--- config.mk ---
export PLATFORM = sky130hd
export DESIGN_NAME = lcd_ctrl
export DESIGN_NICKNAME = d
export VERILOG_FILES = /design/src/rtl/lcd_pkg.sv /design/src/rtl/lcd_timer.sv /design/src/rtl/lcd_ctrl.sv
export SDC_FILE = /design/constraint.sdc
export NUM_CORES = 1
export LEC_CHECK = 0
export ABC_AREA = 1
export CORE_MARGIN = 4
export CORE_UTILIZATION = 58
export DETAILED_ROUTE_END_ITERATION = 8
export DONT_BUFFER_PORTS = 1
export PLACE_DENSITY_LB_ADDON = 0.15
export RECOVER_POWER = 100
export SLEW_MARGIN = 30
export SYNTH_ARGS = -nofsm -noshare
export SYNTH_HDL_FRONTEND = slang
export SYNTH_HIERARCHICAL = 1
export SYNTH_SLANG_ARGS = --single-unit
--- constraint.sdc ---
create_clock -name i_clk -period 2.42 [get_ports i_clk]
set_clock_uncertainty 0.2 [all_clocks]
set_input_delay 0.242 -clock i_clk [delete_from_list [all_inputs] [get_ports i_clk]]
set_output_delay 0.242 -clock i_clk [all_outputs]
set_load 0.03 [all_outputs]
--- src/rtl/lcd_pkg.sv ---
// Shared types and constants for the HD44780-style LCD command engine:
// state encoding, the fixed power-up init ROM and the long-command classifier.
package lcd_pkg;

  typedef enum logic [2:0] {
    ST_POWERUP,
    ST_SETUP,
    ST_EN_HI,
    ST_HOLD,
    ST_WAIT,
    ST_IDLE
  } lcd_state_e;

  localparam int unsigned LCD_INIT_LEN = 4;
  localparam int unsigned LCD_IDX_W    = $clog2(LCD_INIT_LEN);

  // Element 0 is sent first: 8-bit/2-line, display on, clear, entry mode.
  localparam logic [LCD_INIT_LEN-1:0][7:0] LCD_INIT_CMD = {8'h06, 8'h01, 8'h0C, 8'h38};

  localparam logic [7:0] LCD_CMD_CLEAR = 8'h01;
  localparam logic [7:0] LCD_CMD_HOME  = 8'h02;

  // Home ignores bit 0, so 8'h02 and 8'h03 both take the long execution time.
  function automatic logic is_long_cmd(input logic rs, input logic [7:0] data);
    return !rs && ((data == LCD_CMD_CLEAR) || ((data & 8'hFE) == LCD_CMD_HOME));
  endfunction

endpackage

--- src/rtl/lcd_timer.sv ---
// Loadable down-counter with a zero flag; sticks at zero until reloaded.
module lcd_timer #(
  parameter int unsigned   W       = 8,
  parameter logic [W-1:0]  RST_VAL = '0
) (
  input  logic         i_clk,
  input  logic         i_reset,
  input  logic         i_load,
  input  logic [W-1:0] i_value,
  output logic         o_zero
);

  logic [W-1:0] cnt_q;

  always_ff @(posedge i_clk or negedge i_reset) begin
    if (!i_reset) begin
      cnt_q <= RST_VAL;
    end else if (i_load) begin
      cnt_q <= i_value;
    end else if (cnt_q != '0) begin
      cnt_q <= cnt_q - W'(1);
    end
  end

  assign o_zero = (cnt_q == '0);

endmodule

--- src/rtl/lcd_ctrl.sv ---
// Character-LCD command engine: power-up wait, fixed init sequence, then one
// handshaked command at a time driven onto the LCD bus by cycle counting.
module lcd_ctrl
  import lcd_pkg::*;
#(
  parameter int unsigned T_POWERUP    = 750000,
  parameter int unsigned T_SETUP      = 4,
  parameter int unsigned T_EN_HIGH    = 25,
  parameter int unsigned T_HOLD       = 2,
  parameter int unsigned T_WAIT_SHORT = 2000,
  parameter int unsigned T_WAIT_LONG  = 82000
) (
  input  logic       i_clk,
  input  logic       i_reset,
  input  logic       i_cmd_valid,
  input  logic       i_cmd_rs,
  input  logic [7:0] i_cmd_data,
  output logic       o_cmd_ready,
  output logic       o_init_done,
  output logic       o_lcd_on,
  output logic       o_lcd_en,
  output logic       o_lcd_rs,
  output logic       o_lcd_rw,
  output logic [7:0] o_lcd_data
);

  localparam int unsigned MAX_A = (T_POWERUP > T_WAIT_LONG) ? T_POWERUP : T_WAIT_LONG;
  localparam int unsigned MAX_B = (T_WAIT_SHORT > T_EN_HIGH) ? T_WAIT_SHORT : T_EN_HIGH;
  localparam int unsigned MAX_C = (T_SETUP > T_HOLD) ? T_SETUP : T_HOLD;
  localparam int unsigned MAX_D = (MAX_A > MAX_B) ? MAX_A : MAX_B;
  localparam int unsigned T_MAX = (MAX_D > MAX_C) ? MAX_D : MAX_C;
  localparam int unsigned CW    = $clog2(T_MAX) + 1;

  // Each state lasts exactly its duration because the counter starts at duration-1.
  localparam logic [CW-1:0] LD_POWERUP    = CW'(T_POWERUP - 1);
  localparam logic [CW-1:0] LD_SETUP      = CW'(T_SETUP - 1);
  localparam logic [CW-1:0] LD_EN_HIGH    = CW'(T_EN_HIGH - 1);
  localparam logic [CW-1:0] LD_HOLD       = CW'(T_HOLD - 1);
  localparam logic [CW-1:0] LD_WAIT_SHORT = CW'(T_WAIT_SHORT - 1);
  localparam logic [CW-1:0] LD_WAIT_LONG  = CW'(T_WAIT_LONG - 1);

  localparam logic [LCD_IDX_W-1:0] LAST_IDX = LCD_IDX_W'(LCD_INIT_LEN - 1);

  lcd_state_e           state_q;
  logic                 ready_q;
  logic                 initDone_q;
  logic                 on_q;
  logic                 en_q;
  logic                 rs_q;
  logic [7:0]           data_q;
  logic [LCD_IDX_W-1:0] initIdx_q;

  logic          timerZero;
  logic          timerLoad;
  logic [CW-1:0] timerValue;
  logic          accept;

  assign accept = i_cmd_valid && ready_q;

  always_comb begin
    timerLoad  = 1'b0;
    timerValue = LD_SETUP;
    case (state_q)
      ST_POWERUP: timerLoad = timerZero;
      ST_SETUP: begin
        timerLoad  = timerZero;
        timerValue = LD_EN_HIGH;
      end
      ST_EN_HI: begin
        timerLoad  = timerZero;
        timerValue = LD_HOLD;
      end
      ST_HOLD: begin
        timerLoad  = timerZero;
        timerValue = is_long_cmd(rs_q, data_q) ? LD_WAIT_LONG : LD_WAIT_SHORT;
      end
      ST_WAIT:  timerLoad = timerZero;
      ST_IDLE:  timerLoad = accept;
      default:  timerLoad = 1'b0;
    endcase
  end

  lcd_timer #(
    .W       (CW),
    .RST_VAL (LD_POWERUP)
  ) u_timer (
    .i_clk   (i_clk),
    .i_reset (i_reset),
    .i_load  (timerLoad),
    .i_value (timerValue),
    .o_zero  (timerZero)
  );

  always_ff @(posedge i_clk or negedge i_reset) begin
    if (!i_reset) begin
      state_q    <= ST_POWERUP;
      ready_q    <= 1'b0;
      initDone_q <= 1'b0;
      on_q       <= 1'b0;
      en_q       <= 1'b0;
      rs_q       <= 1'b0;
      data_q     <= 8'h00;
      initIdx_q  <= '0;
    end else begin
      on_q <= 1'b1;
      case (state_q)
        ST_POWERUP: begin
          if (timerZero) begin
            state_q   <= ST_SETUP;
            initIdx_q <= '0;
            rs_q      <= 1'b0;
            data_q    <= LCD_INIT_CMD[0];
          end
        end
        ST_SETUP: begin
          if (timerZero) begin
            state_q <= ST_EN_HI;
            en_q    <= 1'b1;
          end
        end
        ST_EN_HI: begin
          if (timerZero) begin
            state_q <= ST_HOLD;
            en_q    <= 1'b0;
          end
        end
        ST_HOLD: begin
          if (timerZero) begin
            state_q <= ST_WAIT;
          end
        end
        ST_WAIT: begin
          if (timerZero) begin
            if (initDone_q) begin
              state_q <= ST_IDLE;
              ready_q <= 1'b1;
            end else if (initIdx_q == LAST_IDX) begin
              state_q    <= ST_IDLE;
              ready_q    <= 1'b1;
              initDone_q <= 1'b1;
            end else begin
              state_q   <= ST_SETUP;
              initIdx_q <= initIdx_q + LCD_IDX_W'(1);
              data_q    <= LCD_INIT_CMD[initIdx_q + LCD_IDX_W'(1)];
            end
          end
        end
        ST_IDLE: begin
          if (accept) begin
            state_q <= ST_SETUP;
            ready_q <= 1'b0;
            rs_q    <= i_cmd_rs;
            data_q  <= i_cmd_data;
          end
        end
        default: begin
          state_q <= ST_POWERUP;
        end
      endcase
    end
  end

  // Write-only interface: the busy flag is never read back.
  assign o_lcd_rw    = 1'b0;
  assign o_cmd_ready = ready_q;
  assign o_init_done = initDone_q;
  assign o_lcd_on    = on_q;
  assign o_lcd_en    = en_q;
  assign o_lcd_rs    = rs_q;
  assign o_lcd_data  = data_q;

endmodule
## Word-level counts from Yosys, hierarchy flattened

Index checks and enable logic that the tools add are counted.

- Register bits after elaboration: 39
- Bits in latches: 0
- Bits in writable memories: 0
- Bits in read-only memories: 0
- Input port bits: 12
- Output and inout port bits: 14
- Logic and storage cells: 89
- Memories: 0

- Add/sub/neg operators: 2
- Multipliers: 0
- Divide/modulo/power cells: 0
- $lt $le $gt $ge: 1
- Eq/ne operators: 17
- Shift-type cells: 0
- Muxes and demuxes: 39
- Bitwise operators: 0
- Reduce and logical (&&, ||, !) cells: 21

Operators with widths:

| kind | count |
|---|---|
| $pmux W17 S3 | 1 |
| $mux W8 | 6 |
| $mux W21 | 2 |
| $mux W3 | 8 |
| $pmux W8 S3 | 1 |
| $logic_not A21 Y1 | 1 |
| $reduce_bool A21 Y1 | 1 |
| $sub A21 B1 Y21 const B | 1 |
| $pmux W3 S6 | 1 |
| $mux W17 | 1 |
| $bmux W8 S2 | 1 |
| $ne A2 B2 Y1 const B | 8 |
| $reduce_and A6 Y1 | 2 |
| $reduce_bool A2 Y1 | 5 |
| $mux W1 | 9 |
| $eq A8 B1 Y1 const B | 1 |
| $mux W2 | 4 |
| $pmux W1 S2 | 4 |
| $eq A7 B1 Y1 const B | 1 |
| $eq A3 B2 Y1 const B | 2 |
| $eq A3 B3 Y1 const B | 2 |
| $reduce_and A3 Y1 | 2 |
| $reduce_and A5 Y1 | 1 |
| $reduce_or A5 Y1 | 1 |
| 13 further kinds | 14 |

## Logic depth before layout (Yosys ltp)

Gate-level depths: netlist (run 1).

- Word-level depth: 7
- Mapped depth: 12
- Mapped depth without buffers: 11

## By module

The synthesis (run 1) kept the hierarchy.

Modules (own cells, without submodules):

| module | instances | cells an instance | area each (µm²) | seq. area each (µm²) |
|---|---|---|---|---|
| lcd_timer | 1 | 223 | 1534.0 | 541.8 |
| lcd_ctrl | 1 | 154 | 1176.1 | 450.4 |

## Worst setup path before layout (run 1)

OpenSTA, ideal clock, no wires.

- Kind: register -> register
- Start: register u_timer.cnt_q[15]
- End: register u_timer.cnt_q[1]
- Setup time: 0.073 ns
- Arrival: 2.244 ns
- Required time: 2.147 ns
- Slack: -0.097 ns
- Stages on the path, launching flop included: 12
- Path buffers: 1
- Clock period less this slack: 2.517 ns
- Cells stage by stage: dfrtp_1 > nor2_2 > nand2_2 > nor2_4 > nor4b_1 > o21ai_2 > a21oi_1 > clkbuf_1 > nand2_1 > o21ai_0 > nand2_1 > o21ai_1

- Word-level cells in the longest chain between the ends: 3
- Elaborated cells on any way between the ends: 5
- Those cells by class: mux: 2; reduce/logical: 3

Ends and longest elaborated chain:

| item | RTL line | source |
|---|---|---|
| start, declared | lcd_timer.sv:13 | `logic [W-1:0] cnt_q;` |
| start signal, assigned | lcd_timer.sv:19 | `cnt_q <= i_value;` |
| start signal, assigned | lcd_timer.sv:21 | `cnt_q <= cnt_q - W'(1);` |
| $logic_not A21 Y1 (*) | lcd_timer.sv:25 | `assign o_zero = (cnt_q == '0);` |
| named net timerZero | lcd_ctrl.sv:53 | `logic timerZero;` |
| $pmux W1 S2 (*) | lcd_ctrl.sv:63 | `case (state_q)` |
| named net timerLoad | lcd_ctrl.sv:54 | `logic timerLoad;` |
| $mux W21 / $reduce_bool A2 Y1 (equally long branches) | -- |  |

The timed path passes the listed nets; every way through them passes the cells marked *.
A chain may end at the register's enable or synchronous reset.

## Worst setup path after layout (run 1)

- Start: register u_timer.cnt_q[1]
- End: register data_q[1], in the netlist o_lcd_data[1]

- Word-level cells in the longest chain between the ends: 3
- Elaborated cells on any way between the ends: 4
- Those cells by class: eq/ne: 2; reduce/logical: 2

Ends and longest elaborated chain:

| item | RTL line | source |
|---|---|---|
| $logic_not A21 Y1 (*) | lcd_timer.sv:25 |  |
| named net timerZero | lcd_ctrl.sv:53 |  |
| $ne A2 B2 Y1 (no line) | -- |  |
| $reduce_and A6 Y1 (no line) (*) | -- |  |
| end signal, assigned | lcd_ctrl.sv:112 | `data_q <= LCD_INIT_CMD[0];` |
| end signal, assigned | lcd_ctrl.sv:144 | `data_q <= LCD_INIT_CMD[initIdx_q + LCD_IDX_W'(1)];` |
| end signal, assigned | lcd_ctrl.sv:153 | `data_q <= i_cmd_data;` |
| end, declared | lcd_ctrl.sv:50 | `logic [7:0] data_q;` |

Marked as above.

==> out/results.ini, run 1 <==
[cells_and_area]
n_antenna_cell = 0
layout.nets = 419
instances_no_fill = 454
drive_gt1_share_pct = 18.2
areaGrowthSynthToFinish_pct = 11.2

[routing]
vias_per_cell = 5.34
drt-pass1-iter-count = 4
finalWirelength_mm = 6.16
postRouteAntennaNets = 0
post_drt_wl_per_cell_um = 13.6
drc = 0
vias = 2424
drt_iter0_markers = 150

[global_route]
grt_remaining_overflow = 0
grt_pass1_wl_mm = 10.7
grt_pass1_vias = 2361
grt_use_total_pct = 22.5
grt_antenna_before_repair = 0
grt_max_degree = 40

[sta]
tns_ns = 0
timing.final.crit_share_pct = 93.8
grt_setup_unrepaired = no
setup_viol = 0
finalHoldViolCount = 0
setup_ws_ns = 0.149
tightest_slew_ns = 0.997
fmax_ghz = 0.440
fin_crit_ns = 2.27
maxSlewViolCount = 0
slew_headroom_pct = 33.5

[floorplanning]
core_um2 = 4440
dieArea_um2 = 5830
die_y_um = 76.4
floorplan.rows = 24
die_w_um = 76.4
initial_core_util_pct = 61.0
ios = 26

[critical_path]
cp_slowest_cell = dfstp_2
worst-path-buf-inv = 3
cp-end-kind = flip-flop
crit_type = reg2reg
crit_family = simple AND/OR/NAND/NOR gates
cp.required_ns = 2.45
path_max_fanout = 7
crit_chain = inv_1 > ha_1 > nand3_1 > nor4b_4 > buf_4 > inv_1 > nand3_2 > nand2_1 > nor2_4 > nand3_1 > nand2_1
startpoint_type = flip-flop
critPathMaxStageDelay_ns = 0.37
arrival_ns = 2.30

[logic_synthesis]
synth_async_sr_flop_share_pct = 100
netlist_area_um2 = 2710
yosysMostFrequentCell = nand2_1
syn-instance-count = 377
synthTopCellsByArea = dfrtp_1, nand2_1, dfstp_2
seq_area_frac_synth_pct = 36.6
synthFlopType = dfrtp_1
ys_seq_elements = 39
yosys-top-cells-count = nand2_1, nor2_1, inv_1
yosysUniqueCellTypes = 35
synth_area_leader_cell = dfrtp_1
synth_edf_count = 0
yosys_warnings = 6
synth.top_cell.area_share_pct = 24.0
syn_area_per_cell_um2 = 7.19

[clocking]
clkSinkCount = 39
htreeDepth = 2
cts_tree = yes
clockBufferDepth = 2
clock-root-buffer = clkbuf_8
clk-insertion-delay-late_ns = 0.29
path_clk_slew_ns = 0.08
cts_made_buffers = 5

[power_and_ir_drop]
power_switching_w = 0.000249
powerDensity_nw_per_um2 = 379
seqPwrFrac_pct = 57.4
p_leak_nw = 1.56
pwr-share-comb_pct = 2.5
netSwitchingFraction_pct = 21.8
vdd_drop_max_v = 0.000337
p_clk_share_pct = 40.1
p_int_w = 0.000892

[outcome]
status = complete, no violations

[worst_hold_path]
min_path_type = in2reg

[placed_design]
post-dp-hpwl_mm = 4.42
placement.io_buffers = 0
place_ws_ns = 0.0872
dp.cells = 436
gp_congestion = 0.941

[flow_run]
max-cap-violations = 0

[sequential cells by signal, indices dropped and copies added (netlist names)]
register       count
state_q            3
o_cmd_ready        1
u_timer/cnt_q     21
o_lcd_on           1
initIdx_q          2
o_lcd_data         8
o_lcd_en           1
o_init_done        1
o_lcd_rs           1
[kinds of logic (layout without fill, tap and decap cells)]
| logic type | Yosys count | in the layout | share of synthesized area [%] |
|---|---|---|---|
| buf+inv | 59 | 75 | 9.14 |
| flops | 39 | 39 | 36.6 |
| xor+xnor | 6 | 6 | 1.94 |
| other cells | 2 | 11 | 0.277 |
| fa+ha+maj | 6 | 6 | 2.77 |
| simple gates | 222 | 222 | 39.7 |
| compound gates | 43 | 43 | 9.56 |
[final timing paths]
| kind | slack, ns | depth (start not counted) | start | end |
|---|---|---|---|---|
| min reg2reg | 0.36 | 2 | u_timer/cnt_q[0]$_DFFE_PN1P_ | u_timer/cnt_q[0]$_DFFE_PN1P_ |
| max | 0.15 | 11 | u_timer/cnt_q[1]$_DFFE_PN1P_ | o_lcd_data[1]$_DFFE_PN0P_ |
| min | 0.01 | 4 | i_cmd_data[1] | o_lcd_data[1]$_DFFE_PN0P_ |
| max in group asynchronous | 0.92 | 2 | i_reset | u_timer/cnt_q[11]$_DFFE_PN0P_ |
| max reg2reg | 0.15 | 11 | u_timer/cnt_q[1]$_DFFE_PN1P_ | o_lcd_data[1]$_DFFE_PN0P_ |
| min in group asynchronous | 0.50 | 2 | i_reset | u_timer/cnt_q[9]$_DFFE_PN0P_ |
[power groups by stage]
stage	clock [W]	combinational, W	sequential, W
after global routing	0.000506	0.0000324	0.000655
after detailed placement	0	0.00000497	0.000667
after global placement	0	0.00000501	0.000667
after floorplan	0	0.00000614	0.000667
after CTS	0.000465	0.0000316	0.000655
final	0.000458	0.0000280	0.000655
[cell type report]
cell class                 count  area, µm²
multi-input combinational    288       1540
clock buffer                   7       86.3
timing repair buffer          15        129
tap                           52       65.1
sequential                    39        992
inverter                      52        198
fill                         371       1430
clock inverter                 1       5.00
[worst reg2reg max path, stage by stage, from the launching register on]
cell     delay [ns]
dfstp_2        0.37
inv_1          0.10
ha_1           0.19
nand3_1        0.13
nor4b_4        0.37
buf_4          0.18
inv_1          0.09
nand3_2        0.12
nand2_1        0.10
nor2_4         0.19
nand3_1        0.10
nand2_1        0.08
[per-stage QoR]
| step | util (%) | hold WS, ns | total power [W] | area, µm² |
|---|---|---|---|---|
| after floorplan | - | -0.254 | 0.000673 | 2750 |
| after global placement | 63.1 | -0.252 | 0.000672 | 2800 |
| after detailed placement | 63.1 | -0.252 | 0.000672 | 2800 |
| after CTS | 67.1 | 0.00349 | 0.00115 | 2980 |
| after global routing | 67.8 | 0.00520 | 0.00119 | 3010 |
| final | 67.8 | 0.0111 | 0.00114 | 3010 |
[what timing repair did]
action	in CTS	in global routing
gates resized for setup	0	8
setup buffers	0	1
endpoints found under the hold margin	45	0
setup endpoints to repair	0	29
hold buffers	8	0
[routing by layer]
metal  global-route usage [%]  wire length [µm]  vias to the layer above
met5                        0                 0                        -
met4                     6.52                70                        0
met3                     4.26               241                        8
met2                     40.2              3150                       60
met1                     27.6              2700                     1140
li1                         -                 -                     1216
[cell usage in the layout, fill, tap and decap left out, drive strengths merged]
master | synthesis | final
nor3 | 3 | 3
a21boi | 3 | 3
o21ai | 24 | 24
dfstp | 13 | 13
a21oi | 6 | 6
o211ai | 1 | 1
nand4 | 8 | 8
xnor2 | 2 | 2
o31ai | 1 | 1
xor2 | 4 | 4
inv | 52 | 52
nor4b | 1 | 1
conb | 2 | 11
ha | 6 | 6
clkbuf | 2 | 9
o21bai | 8 | 8
clkinv | 0 | 1
nand3 | 26 | 26
dfrtp | 26 | 26
nand2 | 121 | 121
dlygate4sd3 | 0 | 7
nor2 | 62 | 62
buf | 5 | 6
nand3b | 1 | 1
Note: power is estimated with default switching activity, not from simulation.
==> inputs of run 2 (changes only) <==
RECOVER_POWER = default   (was 100)
SKIP_CTS_REPAIR_TIMING = 1   (was default)
==> run 2 against run 1 <==
Against the previous run:
- the run now ends with hold timing left
- die area did not move
- combinational power about the same
- clock-buffer cell count stayed put
- critical endpoint is now u_timer/cnt_q[9]$_DFFE_PN0P_
- largest cell class unchanged
==> out/results.ini, run 2 (synthesis gave the netlist of run 1 again) <==
[global_route]
grt_remaining_overflow = 0  ; unchanged
grt_pass1_wl_mm = 10.5  ; -2.6%
gr-usage-met1_pct = 26.8  ; -0.75 points
grt_use_total_pct = 21.9  ; -0.63 points
grt.met2_usage_pct = 38.5  ; -1.7 points
grt_max_degree = 40  ; unchanged
grt_antenna_before_repair = 0  ; unchanged
met3_usage_pct = 4.49  ; +0.24 points
gr-max-usage-layer = met2
grt_pass1_vias = 2319  ; -1.8%

[routing]
finalWirelength_mm = 6.08  ; -1.4%
vias = 2380  ; -1.8%
vias_per_cell = 5.28  ; -1.2%
drt-pass1-iter-count = 4  ; unchanged
postRouteAntennaNets = 0  ; unchanged
post_drt_wl_per_cell_um = 13.5  ; -0.71%
drc = 0  ; unchanged
drt_iter0_markers = 121  ; -19%

[power_and_ir_drop]
netSwitchingFraction_pct = 21.9  ; +0.049 points
powerDensity_nw_per_um2 = 380  ; +0.33%
power_switching_w = 0.000250  ; +0.39%
p_leak_nw = 1.56  ; -0.24%
p_clk_share_pct = 40.2  ; about the same
p_int_w = 0.000893  ; about the same
seqPwrFrac_pct = 57.3  ; about the same
pwr-share-comb_pct = 2.5  ; about the same
vdd_drop_max_v = 0.000341  ; +1.2%

[worst_hold_path]
min_path_type = in2reg

[placed_design]
post-dp-hpwl_mm = 4.42  ; unchanged
placement.io_buffers = 0  ; unchanged
gp_congestion = 0.941  ; unchanged

[critical_path]
cp-end-kind = flip-flop
crit_family = simple AND/OR/NAND/NOR gates
crit_top_cell = inv_2
worst-path-buf-inv = 3  ; unchanged
critPathMaxStageDelay_ns = 0.37  ; about the same
arrival_ns = 2.25  ; -0.05 ns
path_max_fanout = 13  ; +6
cp_slowest_cell = dfstp_2
cp.required_ns = 2.40  ; -0.05 ns
crit_type = reg2reg
crit_chain = inv_1 > ha_2 > nand3_1 > nor4b_4 > o21ai_2 > a21oi_4 > inv_2 > nand2_2 > inv_2 > o21ai_1 > nand2_1
startpoint_type = flip-flop

[floorplanning]
die_y_um = 76.4  ; unchanged
dieArea_um2 = 5830  ; unchanged
die_w_um = 76.4  ; unchanged
core_um2 = 4440  ; unchanged
floorplan.rows = 24  ; unchanged
ios = 26  ; unchanged
initial_core_util_pct = 61.0  ; unchanged

[flow_run]
max-cap-violations = 0  ; unchanged

[sta]
hold_ws_ns = -0.00907  ; -0.0202 ns
timing.final.crit_share_pct = 94.1  ; +0.22 points
maxSlewViolCount = 0  ; unchanged
setup_viol = 0  ; unchanged
finalHoldViolCount = 2  ; +2
grt_setup_unrepaired = no
fin_crit_ns = 2.28  ; +0.00536 ns
fmax_ghz = 0.439  ; -0.24%
tns_ns = 0  ; unchanged

[cells_and_area]
largest_reg_flops = 21  ; unchanged
layout.nets = 416  ; -0.72%
regMostFlops = u_timer/cnt_q
final_cell_mix = nand2_1, nor2_1, inv_1, dfrtp_1, nand3_1
drive_gt1_share_pct = 18.5  ; +0.39 points
final_common_cell = nand2_1
n_antenna_cell = 0  ; unchanged
areaGrowthSynthToFinish_pct = 11.0

[clocking]
cts_tree = yes
clk-insertion-delay-late_ns = 0.28  ; about the same
htreeDepth = 2  ; unchanged
clock-root-buffer = clkbuf_8
clockBufferDepth = 2  ; unchanged
path_clk_slew_ns = 0.08  ; about the same
cts_made_buffers = 5  ; unchanged
clkSinkCount = 39  ; unchanged

[outcome]
status = complete, but fails checks
violations = hold timing

## run 2: stage by stage
| step | cells | power (W) | setup slack (ns) | utilization, % | area (µm²) |
|---|---|---|---|---|---|
| 4_1_cts | 444 | 0.00113 | 0.0390 | 65.1 | 2890 |
| 6_report | 451 | 0.00114 | 0.144 | 67.7 | 3010 |
| 5_1_grt | 451 | 0.00119 | 0.0166 | 67.7 | 3010 |
| 3_5_place_dp | 436 | 0.000672 | 0.0872 | 63.1 | 2800 |
| 3_3_place_gp | 436 | 0.000672 | 0.183 | 63.1 | 2800 |
| 2_1_floorplan | 386 | 0.000673 | 0.115 | - | 2750 |
## run 2: per-layer routing
metal / vias up / part of all wire [%]
met1: 1108 / 43
met3: 8 / 4.5
met5: - / 0
met2: 57 / 51
met4: 0 / 1.1
li1: 1207 / -
## run 2: power by group through the flow
| stage | registers (W) | logic (W) | clock network (W) |
|---|---|---|---|
| after CTS | 0.000655 | 0.00000498 | 0.000465 |
| after detailed placement | 0.000667 | 0.00000497 | 0 |
| after global routing | 0.000655 | 0.0000326 | 0.000506 |
| final | 0.000655 | 0.0000283 | 0.000459 |
| after floorplan | 0.000667 | 0.00000614 | 0 |
| after global placement | 0.000667 | 0.00000501 | 0 |
## run 2: path summary, 6_finish.rpt
check / endpoint / from / slack [ns] / cells past startpoint
worst max-delay path: u_timer/cnt_q[9]$_DFFE_PN0P_ / u_timer/cnt_q[1]$_DFFE_PN1P_ / 0.14 / 11
worst min-delay path: o_lcd_data[2]$_DFFE_PN0P_ / i_cmd_data[2] / -0.009 / 4
worst max register to register: u_timer/cnt_q[9]$_DFFE_PN0P_ / u_timer/cnt_q[1]$_DFFE_PN1P_ / 0.14 / 11
worst min register to register: u_timer/cnt_q[1]$_DFFE_PN1P_ / u_timer/cnt_q[1]$_DFFE_PN1P_ / 0.35 / 2
max in group asynchronous: u_timer/cnt_q[0]$_DFFE_PN1P_ / i_reset / 1.51 / 2
min in group asynchronous: u_timer/cnt_q[20]$_DFFE_PN0P_ / i_reset / 0.25 / 2
## run 2: final cells by class
class                   instances  area (µm²)
multi-input cells             288        1540
fillers                       368        1440
flip-flops and latches         39         992
inverters                      52         198
repair buffers                 12         121
clock buffers                   7        86.3
well taps                      52        65.1
clock inverters                 1        5.00
## run 2: worst register-to-register path: cells and delay by family (launching register included)
kind	cells	cell delay (ns)
and+or+nand+nor	4	0.65
AOI/OAI and AO/OA	3	0.40
DFF	1	0.37
buffers and inverters	3	0.33
adders and majority gates	1	0.20
